### config.mk
export PLATFORM = sky130hd
export DESIGN_NAME = fetch_prefetch_ctrl
export DESIGN_NICKNAME = d
export VERILOG_FILES = /design/src/rtl/fetch_pkg.sv /design/src/rtl/fetch_prefetch_fifo.sv /design/src/rtl/fetch_prefetch_ctrl.sv
export SDC_FILE = /design/constraint.sdc
export NUM_CORES = 1
export LEC_CHECK = 0
export BUFFER_PORTS_ARGS = -buffer_cell sky130_fd_sc_hd__buf_4
export CAP_MARGIN = 15
export CORE_ASPECT_RATIO = 0.7
export CORE_UTILIZATION = 45
export CTS_BUF_LIST = sky130_fd_sc_hd__clkbuf_16
export CTS_CLUSTER_DIAMETER = 100
export DETAILED_ROUTE_END_ITERATION = 16
export PLACE_DENSITY = 0.62
export SLEW_MARGIN = 10
export SYNTH_ARGS = -nofsm -noshare
export SYNTH_HDL_FRONTEND = slang
export SYNTH_SLANG_ARGS = --single-unit
### constraint.sdc
create_clock -name clk -period 6.75 [get_ports clk]
set_input_delay 0.675 -clock clk [delete_from_list [all_inputs] [get_ports clk]]
set_output_delay 0.675 -clock clk [all_outputs]
set_load 0.01 [all_outputs]
### src/rtl/fetch_pkg.sv
// Shared definitions for the instruction-fetch prefetch block.
//   fetch_state_t  : sequencer states (FETCH normal, DISCARD drop one stale word)
//   NOP_INSTR      : instruction presented when no valid head entry exists
//   DEFAULT_DEPTH  : default prefetch FIFO depth
//   fetch_entry_t  : one FIFO entry {instr, pc_plus4}; pc_plus4 is sized for
//                    the widest supported fetch address (ADDR_W <= ENTRY_PC_W)
package fetch_pkg;

  typedef enum logic {
    FETCH   = 1'b0,
    DISCARD = 1'b1
  } fetch_state_t;

  localparam logic [31:0] NOP_INSTR     = 32'h0;
  localparam int          DEFAULT_DEPTH = 4;
  localparam int          ENTRY_PC_W    = 32;

  typedef struct packed {
    logic [31:0]           instr;
    logic [ENTRY_PC_W-1:0] pc_plus4;
  } fetch_entry_t;

endpackage

### src/rtl/fetch_prefetch_fifo.sv
// Synchronous prefetch FIFO.
//   clk, rst      : clock, synchronous active-high reset
//   push, wdata   : write an entry (accepted when not full, or when popping)
//   pop           : consume the head entry (ignored when empty)
//   flush         : discard all entries; wins over push and pop
//   rdata         : head entry (meaningful only when !empty)
//   count         : number of stored entries, 0..DEPTH
//   full, empty   : count == DEPTH / count == 0
module fetch_fifo
  import fetch_pkg::*;
#(
  parameter int WIDTH = $bits(fetch_entry_t),
  parameter int DEPTH = DEFAULT_DEPTH
) (
  input  logic                     clk,
  input  logic                     rst,
  input  logic                     push,
  input  logic [WIDTH-1:0]         wdata,
  input  logic                     pop,
  input  logic                     flush,
  output logic [WIDTH-1:0]         rdata,
  output logic [$clog2(DEPTH):0]   count,
  output logic                     full,
  output logic                     empty
);

  localparam int AW = $clog2(DEPTH);

  logic [WIDTH-1:0] mem [DEPTH];
  logic [AW-1:0]    wr_ptr;
  logic [AW-1:0]    rd_ptr;
  logic             do_push;
  logic             do_pop;

  assign full    = (count == (AW+1)'(DEPTH));
  assign empty   = (count == '0);
  // A pop frees the slot in the same cycle, so a full FIFO may still accept.
  assign do_push = push && (!full || pop);
  assign do_pop  = pop && !empty;
  assign rdata   = mem[rd_ptr];

  // NOTE: sequential state uses non-blocking assignments so every register
  // samples the pre-edge values of its neighbours.
  always_ff @(posedge clk) begin
    if (rst || flush) begin
      wr_ptr <= '0;
      rd_ptr <= '0;
      count  <= '0;
    end else begin
      if (do_push) wr_ptr <= wr_ptr + 1'b1;
      if (do_pop)  rd_ptr <= rd_ptr + 1'b1;
      count <= count + {{AW{1'b0}}, do_push} - {{AW{1'b0}}, do_pop};
    end
  end

  // NOTE: the storage array has no reset; entries are only observed through
  // count, so clearing them would only add reset fan-out.
  always_ff @(posedge clk) begin
    if (do_push && !flush) mem[wr_ptr] <= wdata;
  end

endmodule

### src/rtl/fetch_prefetch_ctrl.sv
// Instruction-fetch sequencer with prefetch buffer.
//   clk, rst                 : clock, synchronous active-high reset
//   freeze                   : hold the head entry (hazard stall)
//   branch_taken/branch_addr : flush and redirect fetch to branch_addr
//   mem_req/mem_addr         : single outstanding request to instruction memory
//   mem_ack/mem_rdata        : completion and data of that request
//   if_valid/if_instr/if_pc  : head entry toward IF/ID (if_pc is address + 4)
module fetch_prefetch_ctrl
  import fetch_pkg::*;
#(
  parameter int                ADDR_W   = 32,
  parameter int                DEPTH    = DEFAULT_DEPTH,
  parameter logic [ADDR_W-1:0] RESET_PC = '0
) (
  input  logic              clk,
  input  logic              rst,
  input  logic              freeze,
  input  logic              branch_taken,
  input  logic [ADDR_W-1:0] branch_addr,
  output logic              mem_req,
  output logic [ADDR_W-1:0] mem_addr,
  input  logic              mem_ack,
  input  logic [31:0]       mem_rdata,
  output logic              if_valid,
  output logic [31:0]       if_instr,
  output logic [ADDR_W-1:0] if_pc
);

  localparam int CW = $clog2(DEPTH) + 1;

  fetch_state_t      state;
  fetch_state_t      state_nxt;
  logic [ADDR_W-1:0] fetch_pc;
  logic [ADDR_W-1:0] discard_addr;
  logic [ADDR_W-1:0] pc_plus4;
  logic [ADDR_W-1:0] branch_target;

  fetch_entry_t      wentry;
  fetch_entry_t      head;
  logic [CW-1:0]     fifo_count;
  logic              fifo_full;
  logic              fifo_empty;
  logic              push;
  logic              pop;

  assign pc_plus4      = fetch_pc + ADDR_W'(4);
  assign branch_target = {branch_addr[ADDR_W-1:2], 2'b00};

  // mem_req sees only state, FIFO occupancy and rst, never mem_ack. While a
  // request waits the FIFO cannot grow, so the request never drops mid-wait.
  // In DISCARD the stale address is held until the memory completes it.
  always_comb begin
    mem_req  = 1'b0;
    mem_addr = '0;
    if (!rst) begin
      mem_req  = (state == DISCARD) || !fifo_full;
      mem_addr = (state == DISCARD) ? discard_addr : fetch_pc;
    end
  end

  assign push = (state == FETCH) && mem_req && mem_ack && !branch_taken;
  assign pop  = !fifo_empty && !rst && !freeze && !branch_taken;

  assign wentry.instr    = mem_rdata;
  assign wentry.pc_plus4 = ENTRY_PC_W'(pc_plus4);

  fetch_fifo #(
    .WIDTH ($bits(fetch_entry_t)),
    .DEPTH (DEPTH)
  ) u_fifo (
    .clk   (clk),
    .rst   (rst),
    .push  (push),
    .wdata (wentry),
    .pop   (pop),
    .flush (branch_taken),
    .rdata (head),
    .count (fifo_count),
    .full  (fifo_full),
    .empty (fifo_empty)
  );

  // A branch while a request is still outstanding must let that request
  // finish before the new target can be issued; the word it returns is stale.
  // NOTE: every always_comb output gets a default first so no path leaves it
  // unassigned and no latch is inferred.
  always_comb begin
    state_nxt = state;
    unique case (state)
      FETCH:   if (branch_taken && mem_req && !mem_ack) state_nxt = DISCARD;
      DISCARD: if (mem_ack)                             state_nxt = FETCH;
      default: state_nxt = FETCH;
    endcase
  end

  always_ff @(posedge clk) begin
    if (rst) begin
      state        <= FETCH;
      fetch_pc     <= RESET_PC;
      discard_addr <= '0;
    end else begin
      state <= state_nxt;
      if (branch_taken)  fetch_pc <= branch_target;
      else if (push)     fetch_pc <= pc_plus4;
      if (state == FETCH && state_nxt == DISCARD) discard_addr <= fetch_pc;
    end
  end

  // Head outputs come from registered FIFO state only (plus the reset gate).
  assign if_valid = !rst && (fifo_count != '0);
  assign if_instr = if_valid ? head.instr : NOP_INSTR;
  assign if_pc    = if_valid ? head.pc_plus4[ADDR_W-1:0] : '0;

endmodule

=== Word-level counts from Yosys, hierarchy flattened ===
Memories as Yosys holds them, arrays and structs flattened. A register that Yosys moved wholly into a read port is not among the register bits.
Index checks and enable logic that the tools add are counted.

* $add $sub $neg: 5
* Multipliers: 0
* Div/mod/pow operators: 0
* Magnitude comparators: 0
* Equality and inequality tests: 1
* Shifts and indexed selects: 0
* Multiplexer cells: 14
* Bitwise operators: 1
* Reduce and logical (&&, ||, !) cells: 26

{| class="wikitable"
|+ Operators by type and width
! operator !! count
|-
| 2-to-1 mux 32 bit || 6
|-
| adder 32 x 3 -> 32 bit, second input constant || 1
|-
| logical AND 1 bit || 13
|-
| logical NOT 1 bit || 6
|-
| 2-to-1 mux 1 bit || 5
|-
| adder 2 x 1 -> 2 bit, second input constant || 2
|-
| 2-to-1 mux 2 bit || 2
|-
| adder 3 x 1 -> 3 bit || 1
|-
| equality test 3 bit, second input constant || 1
|-
| logical NOT 3 bit || 1
|-
| logical OR 1 bit || 3
|-
| nonzero test 3 bit || 1
|-
| subtractor 3 x 1 -> 3 bit || 1
|-
| case mux 1 bit (2 select lines) || 1
|-
| nonzero test 2 bit || 1
|-
| OR reduction 2 bit || 1
|-
| inverter 1 bit || 1
|}

* Flip-flop bits (word level): 72
* Latch bits: 0
* RAM bits: 256
* ROM bits: 0
* Input port bits: 69
* Output and inout port bits: 98
* Memories kept: 1

{| class="wikitable"
|+ Memories
! memory !! depth !! bits a word !! rd ports !! clocked after memory_dff !! write ports !! line !! text
|-
| u_fifo.mem || 4 || 64 || 1 || 1 || 1 || fetch_prefetch_fifo.sv:29 || <nowiki>logic [WIDTH-1:0] mem [DEPTH];</nowiki>
|}

=== Logic depth before layout (Yosys ltp) ===
* Depth after elaboration: 11
* Mapped depth: 9
* Depth with buffers taken out: 8

=== Modules after synthesis ===
A second synthesis with hierarchy kept.

* Cell total of the unflattened synthesis: 991
* Area total of the unflattened synthesis: 14,111.0 um2

{| class="wikitable"
|+ By module, submodules not included
! module !! times used !! cells each !! area an instance (um2) !! sequential area each (um2)
|-
| fetch_fifo || 1 || 385 || 9,713.1 || 7,867.5
|-
| fetch_prefetch_ctrl || 1 || 606 || 4,398.0 || 1,221.2
|}

=== Worst setup path after synthesis ===
No wires, ideal clock.

* Kind: input to register
* Start point: input port rst
* End point: memory u_fifo.mem[0][10] (netlist name), enable pin
* Data arrival time: 2.922 ns
* Data required time: 6.324 ns
* Slack: 3.402 ns
* Cell stages on the path: 5
* Cell sequence: nor2_1 and3_1 clkbuf_1 clkbuf_1 and2_1

* Longest elaborated chain between the ends: 9

{| class="wikitable"
|+ RTL lines
! element !! line !! text
|-
| start, declared || fetch_prefetch_ctrl.sv:16 || <nowiki>input logic rst,</nowiki>
|-
| logical NOT 1 bit || fetch_prefetch_ctrl.sv:62 || <nowiki>assign pop = !fifo_empty && !rst && !freeze && !branch_taken;</nowiki>
|-
| logical AND 1 bit (3 in series) || fetch_prefetch_ctrl.sv:62 ||
|-
| logical OR 1 bit || fetch_prefetch_fifo.sv:38 || <nowiki>assign do_push = push && (!full || pop);</nowiki>
|-
| logical AND 1 bit (*) || fetch_prefetch_fifo.sv:38 ||
|-
| logical AND 1 bit (*) || fetch_prefetch_fifo.sv:59 || <nowiki>if (do_push && !flush) mem[wr_ptr] <= wdata;</nowiki>
|-
| 2-to-1 mux 1 bit (*) || fetch_prefetch_fifo.sv:59 ||
|-
| 2-to-1 mux 1 bit (implied by the code) (*) || fetch_prefetch_fifo.sv:59 ||
|-
| end, declared || fetch_prefetch_fifo.sv:29 ||
|}

Every way passes the cells marked *; elsewhere a longest branch is shown, timed or not.

==> results.md <==
- Outcome: completed
- Core area: 0.0293 mm^2
- Vias in the first global route: 7868
- Setup TNS: 0 ns
- Max-slew headroom: 0.246
- Worst Tran Pin Value: 1.13 ns
- CTS sink cnt: 318
- Io pins: 167
- CTS tree: built
- Share of flip-flops with an asynchronous set or reset: 0
- Dpl cell area: 0.0150 mm^2
- Worst hold slack: 0.309 ns
- Sw frac: 0.217
- Ant diodes: 0
- Seq/Total Area, Yosys: 0.652
- Chip Width: 210 um
- Top cell type's share of synthesized area: 0.549
- Power Internal: 3230 uW
- EDFF count, synth: 248
- VDD IR-drop max: 220 uV
- DPL Wire Length: 18400 um
- Synth Flop Type: edfxtp_1
- Clock power share: 0.423
- Critical path type: reg2out
- DR pass1 iterations: 4
- Most Used Layer, Global Route: met2
- Final min period: 3.62 ns
- M2 GR Usage: 0.306
- DR vias/cell: 5.42
- Number of hold buffers added after cts: 0
- Total power: 4120 uW
- Clock Latency Late Sink: 0.56 ns
- First-pass GRT wire length: 46600 um
- Avg Cell Area, Syn: 14.5 um^2
- Gr ovfl total: 0
- Residual DRC: 0
- Startpoint Class: flip-flop
- GRT met1 Usage: 0.294
- Fin crit share: 0.537
- Storage element area: 0.00885 mm^2
- P_leak: 0.00554 uW
- Largest net degree at the start of global routing: 68
- Final Instance Area: 0.0160 mm^2
- Placed cells: 1414
- Multi-input logic area: 0.00432 mm^2
- Die area: 0.0309 mm^2
- Wire per inst: 20.5 um
- Setup violators final: 0
- Clock-pin slew on the worst setup and hold paths: 0.07 ns
- Worst endpoint required time: 6.07 ns
- First DRT Iteration DRCs: 536
- Dominant cell type by area after synthesis: edfxtp_1
- Drt total wl: 30100 um
- Clock Tree Buf Depth: 3
- Initial antenna violation count: 1
- Number of cell rows: 52
- Netlist cell types: 56
- CP arrival: 2.95 ns
- GPL Wtd Cong: 0.800
- Fin. Hold Viols: 0
- Crit. End Element: output port
- Layout cells sized above 1: 0.284
- Final Slew Violations: 0
- Root buffer cell: clkbuf_16
- Fillers: 2455
- Worst Path Max Fanout: 40
- Flop pwr share: 0.529
- Max-Cap Viols: 0
- NetSw: 897 uW
- GRT Resource Usage Total: 0.198
- Starting Density: 0.463
- Synthesized instance count: 937
- Layout net count: 1146
- Syn. warnings: 0
- CTS HTree Levels: 1
- Synth area leaders: edfxtp_1, dfxtp_1, mux4_2
- Area Overhead vs Synth: 18.2%
- Post-Syn Area: 0.0136 mm^2
- CTS Buf Count: 31
- DRT antenna net count: 0
- Gate power share: 0.049
- Post-CTS setup repair buffer count: 0
- Power Dens Cells: 257 mW/mm^2
- Die H: 147 um
- Unrepaired setup endpoints after global routing: false
- Hold WC Path Type: in2reg
- Max Freq: 276 MHz
- Vias: 7972
- Met3 usage: 0.0370
- Non-Filler Instances: 1471
- PortBufs: 160
- Layout Skew: 0.0113 ns
- Register bit total from synthesis: 318
- Cts repair resizes: 0
[path summary, 6_finish.rpt]
path / from / endpoint / slack, ns / cells past startpoint
worst min register to register: discard_addr[25] / discard_addr[25] / 0.45 / 2
worst max-delay path: flip-flop / if_pc[22] / 3.13 / 4
worst min-delay path: mem_ack / state / 0.31 / 2
worst max register to register: state / u_fifo.mem[2][51] / 3.41 / 4
[layout make-up]
class,instances,area share
Inverter,19,0.00445
Sequential cell,318,0.552
Multi-Input combinational cell,529,0.270
Clock buffer,31,0.0484
Tap cell,378,0.0295
Clock inverter,26,0.0159
Timing Repair Buffer,170,0.0796
[synthesized netlist by cell type (all sizes together) (2+ instances only)]
| cell type | n |
|---|---|
| a211oi | 8 |
| mux4 | 62 |
| and3 | 7 |
| nand2 | 88 |
| nand2b | 3 |
| inv | 18 |
| edfxtp | 248 |
| nand4 | 13 |
| xnor2 | 34 |
| nand3 | 19 |
| o2bb2ai | 6 |
| a21oi | 45 |
| or3 | 3 |
| mux2i | 32 |
| and2 | 69 |
| nor4 | 5 |
| ha | 7 |
| buf | 29 |
| nor3 | 11 |
| o21a | 8 |
| xor2 | 18 |
| clkbuf | 45 |
| o21ai | 5 |
| nor2 | 66 |
| a311oi | 2 |
| dfxtp | 70 |
| or2 | 2 |
| nor3b | 2 |
[metal layers]
layer,part of all wire,routed length [um]
met1,0.47,14300
met2,0.46,13900
met3,0.048,1460
met4,0.017,498
met5,0,0
[stage by stage]
step | utilization | worst slack, ns
2_1_floorplan | - | 3.40
5_1_grt | 0.548 | 2.82
3_3_place_gp | 0.512 | 3.17
6_report | 0.548 | 3.13
4_1_cts | 0.548 | 2.96
3_5_place_dp | 0.512 | 3.18
[critical path, stage by stage (launching register included)]
cell     delay, ns
dfxtp_4       0.92
buf_4         0.55
mux4_2        0.59
and2_1        0.17
buf_4         0.14
[cell families after synthesis]
family,synth area share
buf+inv,0.0312
xor+xnor,0.0336
flops,0.652
other cells,0.000276
fa+ha+maj,0.00793
mux,0.127
compound gates,0.0355
simple gates,0.113
[power groups by stage]
stage	Combinational [uW]	Clock (uW)	Sequential, uW
global route	220	1860	2180
floorplan	134	0	2200
finish	201	1740	2180
detailed placement	202	0	2220
global placement	199	0	2220
CTS	203	1790	2180
[placed cells by master, fill, tap and decap left out, drive strengths merged, types with 11 or more instances in the layout]
cell type,n
clkbuf,31
nand3,19
clkinv,17
nand4,13
mux4,62
buf,170
xor2,18
dfxtp,70
xnor2,34
inv,20
nor2,66
edfxtp,248
and2,69
a21oi,45
nand2,88
mux2i,32
nor3,11
[state kept, by name, indices dropped and copies added, names as in the netlist, named ones only]
name           flops
u_fifo.mem       248
discard_addr      30
fetch_pc          30
u_fifo.count       3
u_fifo.rd_ptr      2
u_fifo.wr_ptr      2
state              1
Power figures use the tool's default switching activity.
